**src/rtl/bcd_seg_scanner_pkg.sv**
```systemverilog
// Shared constants for the BCD 7-segment display blocks.
// Glyphs are active-high {g,f,e,d,c,b,a}.
package bcd_seg_scanner_pkg;

    localparam int DIGITS = 4;
    localparam int IDX_W  = 2;

    localparam logic [6:0] SEG_0    = 7'h3F;
    localparam logic [6:0] SEG_1    = 7'h06;
    localparam logic [6:0] SEG_2    = 7'h5B;
    localparam logic [6:0] SEG_3    = 7'h4F;
    localparam logic [6:0] SEG_4    = 7'h66;
    localparam logic [6:0] SEG_5    = 7'h6D;
    localparam logic [6:0] SEG_6    = 7'h7D;
    localparam logic [6:0] SEG_7    = 7'h07;
    localparam logic [6:0] SEG_8    = 7'h7F;
    localparam logic [6:0] SEG_9    = 7'h6F;
    localparam logic [6:0] SEG_DASH = 7'h40;
    localparam logic [6:0] SEG_OFF  = 7'h00;

    function automatic logic [DIGITS-1:0] digit_onehot(
        input logic [IDX_W-1:0] idx
    );
        logic [DIGITS-1:0] oh;
        oh      = '0;
        oh[idx] = 1'b1;
        return oh;
    endfunction

endpackage

```
**src/rtl/bcd_seg_scanner_if.sv**
```systemverilog
// Count-bus input and display-pin output bundle for the scanner.
// master = counter/board side, slave = scanner.
interface bcd_seg_scanner_if;
    import bcd_seg_scanner_pkg::*;

    logic [4*DIGITS-1:0] bcd;
    logic                load;
    logic                blank_lz;
    logic [DIGITS-1:0]   dp_mask;
    logic [DIGITS-1:0]   an;
    logic [6:0]          seg;
    logic                dp;
    logic                err;

    modport master (
        output bcd, load, blank_lz, dp_mask,
        input  an, seg, dp, err
    );

    modport slave (
        input  bcd, load, blank_lz, dp_mask,
        output an, seg, dp, err
    );

endinterface

```
**src/rtl/bcd_to_seg7.sv**
```systemverilog
// Combinational BCD nibble to active-high 7-segment glyph.
// Non-decimal nibbles show a dash and drop valid_o.
module bcd_to_seg7
    import bcd_seg_scanner_pkg::*;
(
    input  logic [3:0] nibble_i,
    output logic [6:0] seg_o,
    output logic       valid_o
);

    always_comb begin
        seg_o   = SEG_DASH;
        valid_o = 1'b1;
        case (nibble_i)
            4'd0:    seg_o = SEG_0;
            4'd1:    seg_o = SEG_1;
            4'd2:    seg_o = SEG_2;
            4'd3:    seg_o = SEG_3;
            4'd4:    seg_o = SEG_4;
            4'd5:    seg_o = SEG_5;
            4'd6:    seg_o = SEG_6;
            4'd7:    seg_o = SEG_7;
            4'd8:    seg_o = SEG_8;
            4'd9:    seg_o = SEG_9;
            default: valid_o = 1'b0;
        endcase
    end

endmodule

```
**src/rtl/bcd_seg_scanner.sv**
```systemverilog
// Snapshots a packed-BCD count and scans it onto a 4-digit
// multiplexed 7-segment display with dead time and LZ blanking.
module bcd_seg_scanner
    import bcd_seg_scanner_pkg::*;
#(
    parameter int SCAN_DIV   = 50000,
    parameter int DIV_WIDTH  = 16,
    parameter bit ACTIVE_LOW = 1'b1
) (
    input  logic clk_i,
    input  logic rst_ni,
    bcd_seg_scanner_if.slave bus
);

    localparam logic [DIV_WIDTH-1:0] DIV_LAST = DIV_WIDTH'(SCAN_DIV - 1);
    localparam logic                 POL      = ACTIVE_LOW;
    localparam logic [DIGITS-1:0]    OFF_AN   = {DIGITS{POL}};
    localparam logic [6:0]           OFF_SEG  = {7{POL}};

    logic [4*DIGITS-1:0]  snap_q, snap_d;
    logic [DIV_WIDTH-1:0] div_q, div_d;
    logic [IDX_W-1:0]     idx_q, idx_d;
    logic [DIGITS-1:0]    an_q, an_d;
    logic [6:0]           seg_q, seg_d;
    logic                 dp_q, dp_d;
    logic                 err_q, err_d;

    logic [6:0]        glyph [DIGITS];
    logic [DIGITS-1:0] valid;
    logic [DIGITS-1:0] nz;
    logic [DIGITS-1:0] lz;
    logic              wrap;
    logic              zacc;

    for (genvar g = 0; g < DIGITS; g++) begin : g_dec
        bcd_to_seg7 u_dec (
            .nibble_i (snap_q[4*g +: 4]),
            .seg_o    (glyph[g]),
            .valid_o  (valid[g])
        );
        assign nz[g] = |snap_q[4*g +: 4];
    end

    // lz[i]: digit i and everything above it is zero
    always_comb begin
        lz   = '0;
        zacc = 1'b1;
        for (int i = DIGITS - 1; i >= 1; i--) begin
            zacc  = zacc & ~nz[i];
            lz[i] = zacc;
        end
    end

    assign wrap = (div_q == DIV_LAST);

    always_comb begin
        snap_d = snap_q;
        div_d  = div_q + DIV_WIDTH'(1);
        idx_d  = idx_q;
        an_d   = OFF_AN;
        seg_d  = OFF_SEG;
        dp_d   = POL;
        err_d  = ~&valid;
        if (bus.load) begin
            snap_d = bus.bcd;
        end
        if (wrap) begin
            div_d = '0;
            idx_d = idx_q + IDX_W'(1);
        end else begin
            an_d = digit_onehot(idx_q) ^ OFF_AN;
            if (bus.blank_lz && lz[idx_q]) begin
                seg_d = SEG_OFF ^ OFF_SEG;
            end else begin
                seg_d = glyph[idx_q] ^ OFF_SEG;
            end
            dp_d = bus.dp_mask[idx_q] ^ POL;
        end
    end

    always_ff @(posedge clk_i or negedge rst_ni) begin
        if (!rst_ni) begin
            snap_q <= '0;
            div_q  <= '0;
            idx_q  <= '0;
            an_q   <= OFF_AN;
            seg_q  <= OFF_SEG;
            dp_q   <= POL;
            err_q  <= 1'b0;
        end else begin
            snap_q <= snap_d;
            div_q  <= div_d;
            idx_q  <= idx_d;
            an_q   <= an_d;
            seg_q  <= seg_d;
            dp_q   <= dp_d;
            err_q  <= err_d;
        end
    end

    assign bus.an  = an_q;
    assign bus.seg = seg_q;
    assign bus.dp  = dp_q;
    assign bus.err = err_q;

endmodule

```
**src/flat_wrapper.sv**
```systemverilog
// flat-port wrapper written by rule: the top's interface ports become plain ports
module bcd_seg_scanner_flat import bcd_seg_scanner_pkg::*;
#(
    parameter int SCAN_DIV   = 50000,
    parameter int DIV_WIDTH  = 16,
    parameter bit ACTIVE_LOW = 1'b1
)
  (clk_i, rst_ni, bus_bcd, bus_load, bus_blank_lz, bus_dp_mask, bus_an, bus_seg, bus_dp, bus_err);
  bcd_seg_scanner_if bus_i ();
  input  logic clk_i;
  input  logic rst_ni;
  input wire logic [$bits(bus_i.bcd)-1:0] bus_bcd;
  input wire logic [$bits(bus_i.load)-1:0] bus_load;
  input wire logic [$bits(bus_i.blank_lz)-1:0] bus_blank_lz;
  input wire logic [$bits(bus_i.dp_mask)-1:0] bus_dp_mask;
  output wire logic [$bits(bus_i.an)-1:0] bus_an;
  output wire logic [$bits(bus_i.seg)-1:0] bus_seg;
  output wire logic [$bits(bus_i.dp)-1:0] bus_dp;
  output wire logic [$bits(bus_i.err)-1:0] bus_err;
  assign bus_i.bcd = bus_bcd;
  assign bus_i.load = bus_load;
  assign bus_i.blank_lz = bus_blank_lz;
  assign bus_i.dp_mask = bus_dp_mask;
  assign bus_an = bus_i.an;
  assign bus_seg = bus_i.seg;
  assign bus_dp = bus_i.dp;
  assign bus_err = bus_i.err;
  bcd_seg_scanner #(.SCAN_DIV(SCAN_DIV), .DIV_WIDTH(DIV_WIDTH), .ACTIVE_LOW(ACTIVE_LOW)) u_core (.clk_i(clk_i), .rst_ni(rst_ni), .bus(bus_i));
endmodule
```
**config.mk**
```make
export PLATFORM = sky130hd
export DESIGN_NAME = bcd_seg_scanner_flat
export DESIGN_NICKNAME = d
export VERILOG_FILES = /design/src/rtl/bcd_seg_scanner_pkg.sv /design/src/rtl/bcd_seg_scanner_if.sv /design/src/rtl/bcd_to_seg7.sv /design/src/rtl/bcd_seg_scanner.sv /design/src/flat_wrapper.sv
export SDC_FILE = /design/constraint.sdc
export NUM_CORES = 1
export LEC_CHECK = 0
export CAP_MARGIN = 20
export CELL_PAD_IN_SITES_DETAIL_PLACEMENT = 0
export CELL_PAD_IN_SITES_GLOBAL_PLACEMENT = 1
export CORE_UTILIZATION = 43
export CTS_BUF_LIST = sky130_fd_sc_hd__clkbuf_4 sky130_fd_sc_hd__clkbuf_8
export CTS_CLUSTER_SIZE = 30
export DETAILED_ROUTE_END_ITERATION = 6
export GPL_TIMING_DRIVEN = 0
export PLACE_DENSITY_LB_ADDON = 0.1
export SLEW_MARGIN = 20
export SYNTH_ARGS = -nofsm -noshare
export SYNTH_HDL_FRONTEND = slang
export SYNTH_HIERARCHICAL = 1
export SYNTH_SLANG_ARGS = --single-unit
```
**constraint.sdc**
```tcl
create_clock -name clk_i -period 2.3 [get_ports clk_i]
set_clock_uncertainty 0.15 [all_clocks]
set_input_delay 0.46 -clock clk_i [delete_from_list [all_inputs] [get_ports clk_i]]
set_output_delay 0.46 -clock clk_i [all_outputs]
set_load 0.02 [all_outputs]
```
==> results of run 1 <==
-- cell usage after synthesis, drive strengths merged --
library cell   n
a21boi         4
dfrtp         35
nor3b          4
nor3           8
a21o           1
nand4          6
a2bb2oi        4
xor2           5
o21a           8
inv            9
nand3         14
nor2          21
dfstp         12
mux4           8
nor4          11
o21ai          1
a211oi         4
and2           1
xnor2         10
o22ai          8
nand2          9
or4            1
nor4b          5
mux2          17
and3           4
buf           14
o21bai         8
ha             5
nor2b          8
clkbuf         3
-- cells by family (layout without fill, tap and decap cells) --
family,count (synthesis),count (layout),share of synthesized area
compound gates,38,38,0.1102
xor+xnor,15,15,0.04704
fa+ha+maj,5,5,0.02240
buf+inv,26,71,0.05242
flops,47,47,0.4265
mux,25,25,0.1344
simple gates,92,92,0.2070
-- state kept, by name, summed over array words and instances (netlist names) --
signal and flops:
u_core/idx_q 2, u_core/bus.an 4, u_core/div_q 16, u_core/bus.seg 7, u_core/bus.dp 1, u_core/bus.err 1, u_core/snap_q 16
-- cell type report --
type | instances | area [um^2]
Clock buffer | 5 | 68.82
Timing Repair Buffer | 37 | 375.4
Buffer | 17 | 112.6
Fill cell | 526 | 2694
Clock inverter | 3 | 71.32
Tap cell | 75 | 93.84
Multi-Input combinational cell | 175 | 1455
Sequential cell | 47 | 1191
Inverter | 9 | 33.78
-- per-stage QoR --
stage                     TNS, ns  cell area [um^2]    util  cells
after floorplan                 0              2793       -    248
after global placement     -26.83              3237  0.5310    358
after detailed placement        0              3252  0.5335    359
after CTS                       0              3402  0.5581    368
after global routing            0              3402  0.5581    368
final                           0              3402  0.5581    368
-- per-layer routing --
metal	part of all wire	GRT usage	routed length, um	vias to the layer above
met5	0	0	0	-
met4	0.0062	0.04655	34	0
met3	0.042	0.03736	232	4
met2	0.44	0.2628	2389	43
met1	0.51	0.2609	2821	972
li1	-	-	-	990
-- final timing paths --
path,from,to,slack [ns],cells past startpoint
max,u_core/div_q[0]$_DFF_PN0_,u_core/idx_q[1]$_DFFE_PN0P_,0.14,4
min,u_core/div_q[0]$_DFF_PN0_,u_core/div_q[0]$_DFF_PN0_,0.34,1
max reg2reg,u_core/div_q[0]$_DFF_PN0_,u_core/idx_q[1]$_DFFE_PN0P_,0.14,4
min reg2reg,u_core/div_q[0]$_DFF_PN0_,u_core/div_q[0]$_DFF_PN0_,0.34,1
max in group asynchronous,rst_ni,u_core/bus.seg[0]$_DFF_PN1_,0.94,3
min in group asynchronous,rst_ni,u_core/snap_q[2]$_DFFE_PN0P_,0.48,2
-- power by group --
part	total, mW	internal, mW	switching, mW
combinational	0.458	0.251	0.207
clock	0.743	0.441	0.302
sequential	0.937	0.891	0.0459
total	2.14	1.58	0.554
-- worst reg2reg max path: cells and delay by family, from the launching register on --
kind | cells | cell delay, ns
adder cells (fa/ha/maj) | 1 | 0.23
AND/OR/NAND/NOR | 2 | 0.92
multiplexers | 1 | 0.35
flip-flops | 1 | 0.40
-- repair_timing --
action / CTS / global route
setup buffers: 0 / 0
resized for setup: 0 / 0
hold buffers: 1 / 0
endpoints found under the hold margin: 18 / 0
==> flow_summary.ini, run 1 <==
[timing]
min_period_ns = 2.162
timing.final.crit_share = 0.9398
setup_slack_ns = 0.1384
slew_headroom = 0.5428
maxSlewViolCount = 0
setup_viol = 0
hold_viol_final = 0
worst_pin_slew_ns = 0.6807
rsz0062_at_grt = no
hold_ws_ns = 0.3447
fmax_mhz = 462.6

[worst_hold_path]
hold_class = flop to flop

[place]
routabilityCongestion = 0.7640
io_buffer_count = 35
dp_slack_ns = 0.1592
post-dp-hpwl_mm = 4.135

[route]
vias = 2009
drc_errors = 0
dr.pass1.iters = 4
vias_per_cell = 5.459
ant_nets = 0
wl_per_cell_um = 14.89
drt_first_iter_violations = 53
wirelength_mm = 5.478

[setup_path]
crit_path_end_kind = flop
required_ns = 2.35
critical_path.max_stage_delay_ns = 0.69
cpLargestDelayFamily = simple AND/OR/NAND/NOR gates
cp-start-kind = flop
worstPathMaxFanout = 10
criticalPathCategory = flop to flop
arrival_ns = 2.21
crit_slowest_cell = nor4_4
path_buf_inv = 0
crit_chain = ha_1 > nand4_2 > nor4_4 > mux2_4

[grt]
overflow = 0
grt_max_degree = 30
grt_pass1_wl_mm = 8.873
antenna_found_initial = 0
grt_usage = 0.1773
grt_pass1_vias = 1760

[floorplan]
die_w_um = 82.59
core_area_um2 = 6096
die_y_um = 82.59
start_util = 0.4581
die_area_um2 = 6821
rows = 28
pin_count = 37

[synth]
synth_top_area_share = 0.3136
yosys.area.top_type = dfrtp_1
synth_seq_area_share = 0.4265
ys_types = 36
ys_seq_elements = 47
syn_inst = 248
syn_nets = 277
avgSynthCellArea_um2 = 11.26
synth.area.top_cells = dfrtp_1 31%, dfstp_2 11%, mux2_2 6.5%, mux4_2 6.5%, xnor2_1 3.1%
yosys_warnings = 6
synth_area_um2 = 2793

[finish]
area.growth.synth_to_final_pct = 21.82
diodes = 0
drive_above_1_share = 0.2765
layout_common_cells = 35 x dfrtp_1, 34 x clkdlybuf4s50_1, 21 x nor2_1, 16 x mux2_2, 14 x nand3_1
final_common_cell = dfrtp_1
fin_nets = 321

[clock_tree]
clock-sinks = 47
clkLatencyLatePin_ns = 0.30
cts-root-buf = clkbuf_8
tritoncts = built
clk_transition_reported_paths_ns = 0.10
h-tree-depth = 2
cts_made_buffers = 5
clockBufferDepth = 2

[flow_run]
maxCapViolCount = 0

[power]
peakVddDrop_mv = 0.2834
power_leakage_nw = 1.352
power_density_nw_per_um2 = 628.2
finalPower_mw = 2.137

[outcome]
outcome = finished clean
No activity file was read; power rests on OpenSTA's default activity.
==> inputs of run 2 (changes only) <==
==> constraint.sdc (replaced) <==
create_clock -name clk_i -period 2.32 [get_ports clk_i]
set_clock_uncertainty 0.15 [all_clocks]
set_input_delay 0.464 -clock clk_i [delete_from_list [all_inputs] [get_ports clk_i]]
set_output_delay 0.464 -clock clk_i [all_outputs]
set_load 0.005 [all_outputs]
==> results of run 2 <==
Same layout as run 1 (identical final DEF). Status: finished clean.
Main changes from that run: setup slack after placement 0.1592 ns -> 0.1792 ns; setup slack after layout 0.1384 ns -> 0.1584 ns; register-to-register setup slack 0.14 ns -> 0.16 ns; total power 2.137 mW -> 2.092 mW; worst IR drop on VDD 0.2834 mV -> 0.2810 mV
==> inputs of run 3 (changes only) <==
CORE_ASPECT_RATIO = 1.1   (was not set)
==> run 3 against run 2 <==
  * Critical path depth unchanged
  * Maximum frequency grew 1.1%
  * Die area about the same
  * Via count decreased by 2.8%
  * Setup slack gained 0.024 ns
  * Clock power down 30%
  * Largest cell class unchanged
==> flow_summary.ini, run 3 (synthesized netlist as in run 1, its figures left out) <==
[place]
io_buffer_count = 35
dpl_cell_area_um2 = 3258
post-dp-hpwl_mm = 4.182
routabilityCongestion = 0.7765

[clock_tree]
h-tree-depth = 2
clk_transition_reported_paths_ns = 0.10
cts_setup_buffers = 0
cts_made_buffers = 5
cts-root-buf = clkbuf_8
tritoncts = built
clockBufferDepth = 2
clkLatencyLatePin_ns = 0.30
clock-sinks = 47
hold_buffers = 1
cts_resized = 0

[timing]
hold_viol_final = 0
slew_headroom = 0.5344
timing.final.crit_share = 0.9214
worst_pin_slew_ns = 0.6932
rsz0062_at_grt = no
setup_viol = 0
min_period_ns = 2.138
maxSlewViolCount = 0
fmax_mhz = 467.8

[finish]
drive_above_1_share = 0.2765
fillers = 596
fin_nets = 321
area.growth.synth_to_final_pct = 20.34
layout_common_cells = 35 x dfrtp_1, 34 x clkdlybuf4s50_1, 21 x nor2_1, 16 x mux2_2, 14 x nand3_1
design_area_um2 = 3361
final_common_cell = dfrtp_1
diodes = 0

[route]
wirelength_mm = 5.490
dr.pass1.iters = 4
drt_first_iter_violations = 37
wl_per_cell_um = 14.72
vias = 1953
vias_per_cell = 5.236
drc_errors = 0
ant_nets = 0

[power]
peakVddDrop_mv = 0.2969
power_density_nw_per_um2 = 556.4
finalPower_mw = 1.870
power_leakage_nw = 1.323

[setup_path]
required_ns = 2.37
worstPathMaxFanout = 10
arrival_ns = 2.19
cp-start-kind = flop
criticalPathCategory = flop to flop
crit_path_end_kind = flop

[floorplan]
die_w_um = 78.84
rows = 30
core_area_um2 = 6231
die_y_um = 86.52
die_area_um2 = 6821
start_util = 0.4482
pin_count = 37

[grt]
grt_pass1_wl_mm = 9.508
grt_max_degree = 30
grt_pass1_vias = 2003
grt_usage = 0.1809
overflow = 0
antenna_found_initial = 0

[outcome]
outcome = finished clean

[worst_hold_path]
hold_class = flop to flop

[flow_run]
maxCapViolCount = 0
## run 3: where the power goes
part           internal [mW]  switching, mW  leakage, nW
combinational          0.248          0.176        0.722
clock                  0.216          0.299       0.0408
sequential             0.883         0.0476        0.560
## run 3: final timing paths
path                                           start  cells past startpoint  slack (ns)                          end
setup reg to reg           u_core/div_q[0]$_DFF_PN0_                      4        0.18  u_core/idx_q[1]$_DFFE_PN0P_
setup / recovery           u_core/div_q[0]$_DFF_PN0_                      4        0.18  u_core/idx_q[1]$_DFFE_PN0P_
hold reg to reg            u_core/div_q[0]$_DFF_PN0_                      1        0.34    u_core/div_q[0]$_DFF_PN0_
min in group asynchronous                     rst_ni                      2        0.49     u_core/bus.err$_DFF_PN0_
max in group asynchronous                     rst_ni                      3        0.96   u_core/bus.an[0]$_DFF_PN1_
hold / removal             u_core/div_q[0]$_DFF_PN0_                      1        0.34    u_core/div_q[0]$_DFF_PN0_
## run 3: per-layer routing
layer / wire length, um / part of all wire / track usage
met5: 0 / 0 / 0
met4: 121 / 0.022 / 0.06942
met3: 133 / 0.024 / 0.03368
met2: 2687 / 0.49 / 0.3028
met1: 2549 / 0.46 / 0.2321
## run 3: area by class of cell
| cell class | instances | area, um^2 | share of cell area |
|---|---|---|---|
| buffer | 17 | 112.6 | 0.03351 |
| clock buffer | 5 | 68.82 | 0.02048 |
| clock inverter | 3 | 23.77 | 0.007074 |
| inverter | 9 | 33.78 | 0.01005 |
| multi-input combinational | 175 | 1455 | 0.4330 |
| sequential | 47 | 1191 | 0.3544 |
| tap | 80 | 100.1 | 0.02978 |
| timing repair buffer | 37 | 375.4 | 0.1117 |
## run 3: metrics by stage
| step | TNS (ns) | std cells | worst slack, ns | util | hold slack (ns) |
|---|---|---|---|---|---|
| final | 0 | 373 | 0.1824 | 0.5394 | 0.3388 |
| after global routing | 0 | 373 | 0.03221 | 0.5394 | 0.3767 |
| after CTS | 0 | 373 | 0.1300 | 0.5394 | 0.3475 |
| after detailed placement | 0 | 364 | 0.1497 | 0.5229 | 0.2887 |
| after global placement | -27.05 | 363 | -0.7055 | 0.5205 | 0.3293 |
| after floorplan | 0 | 248 | 0.4638 | - | 0.01841 |
## run 3: worst max-delay path, stage by stage, from the launching register on
cell	delay (ns)
dfrtp_1	0.40
ha_1	0.23
nand4_2	0.21
nor4_4	0.70
mux2_4	0.35
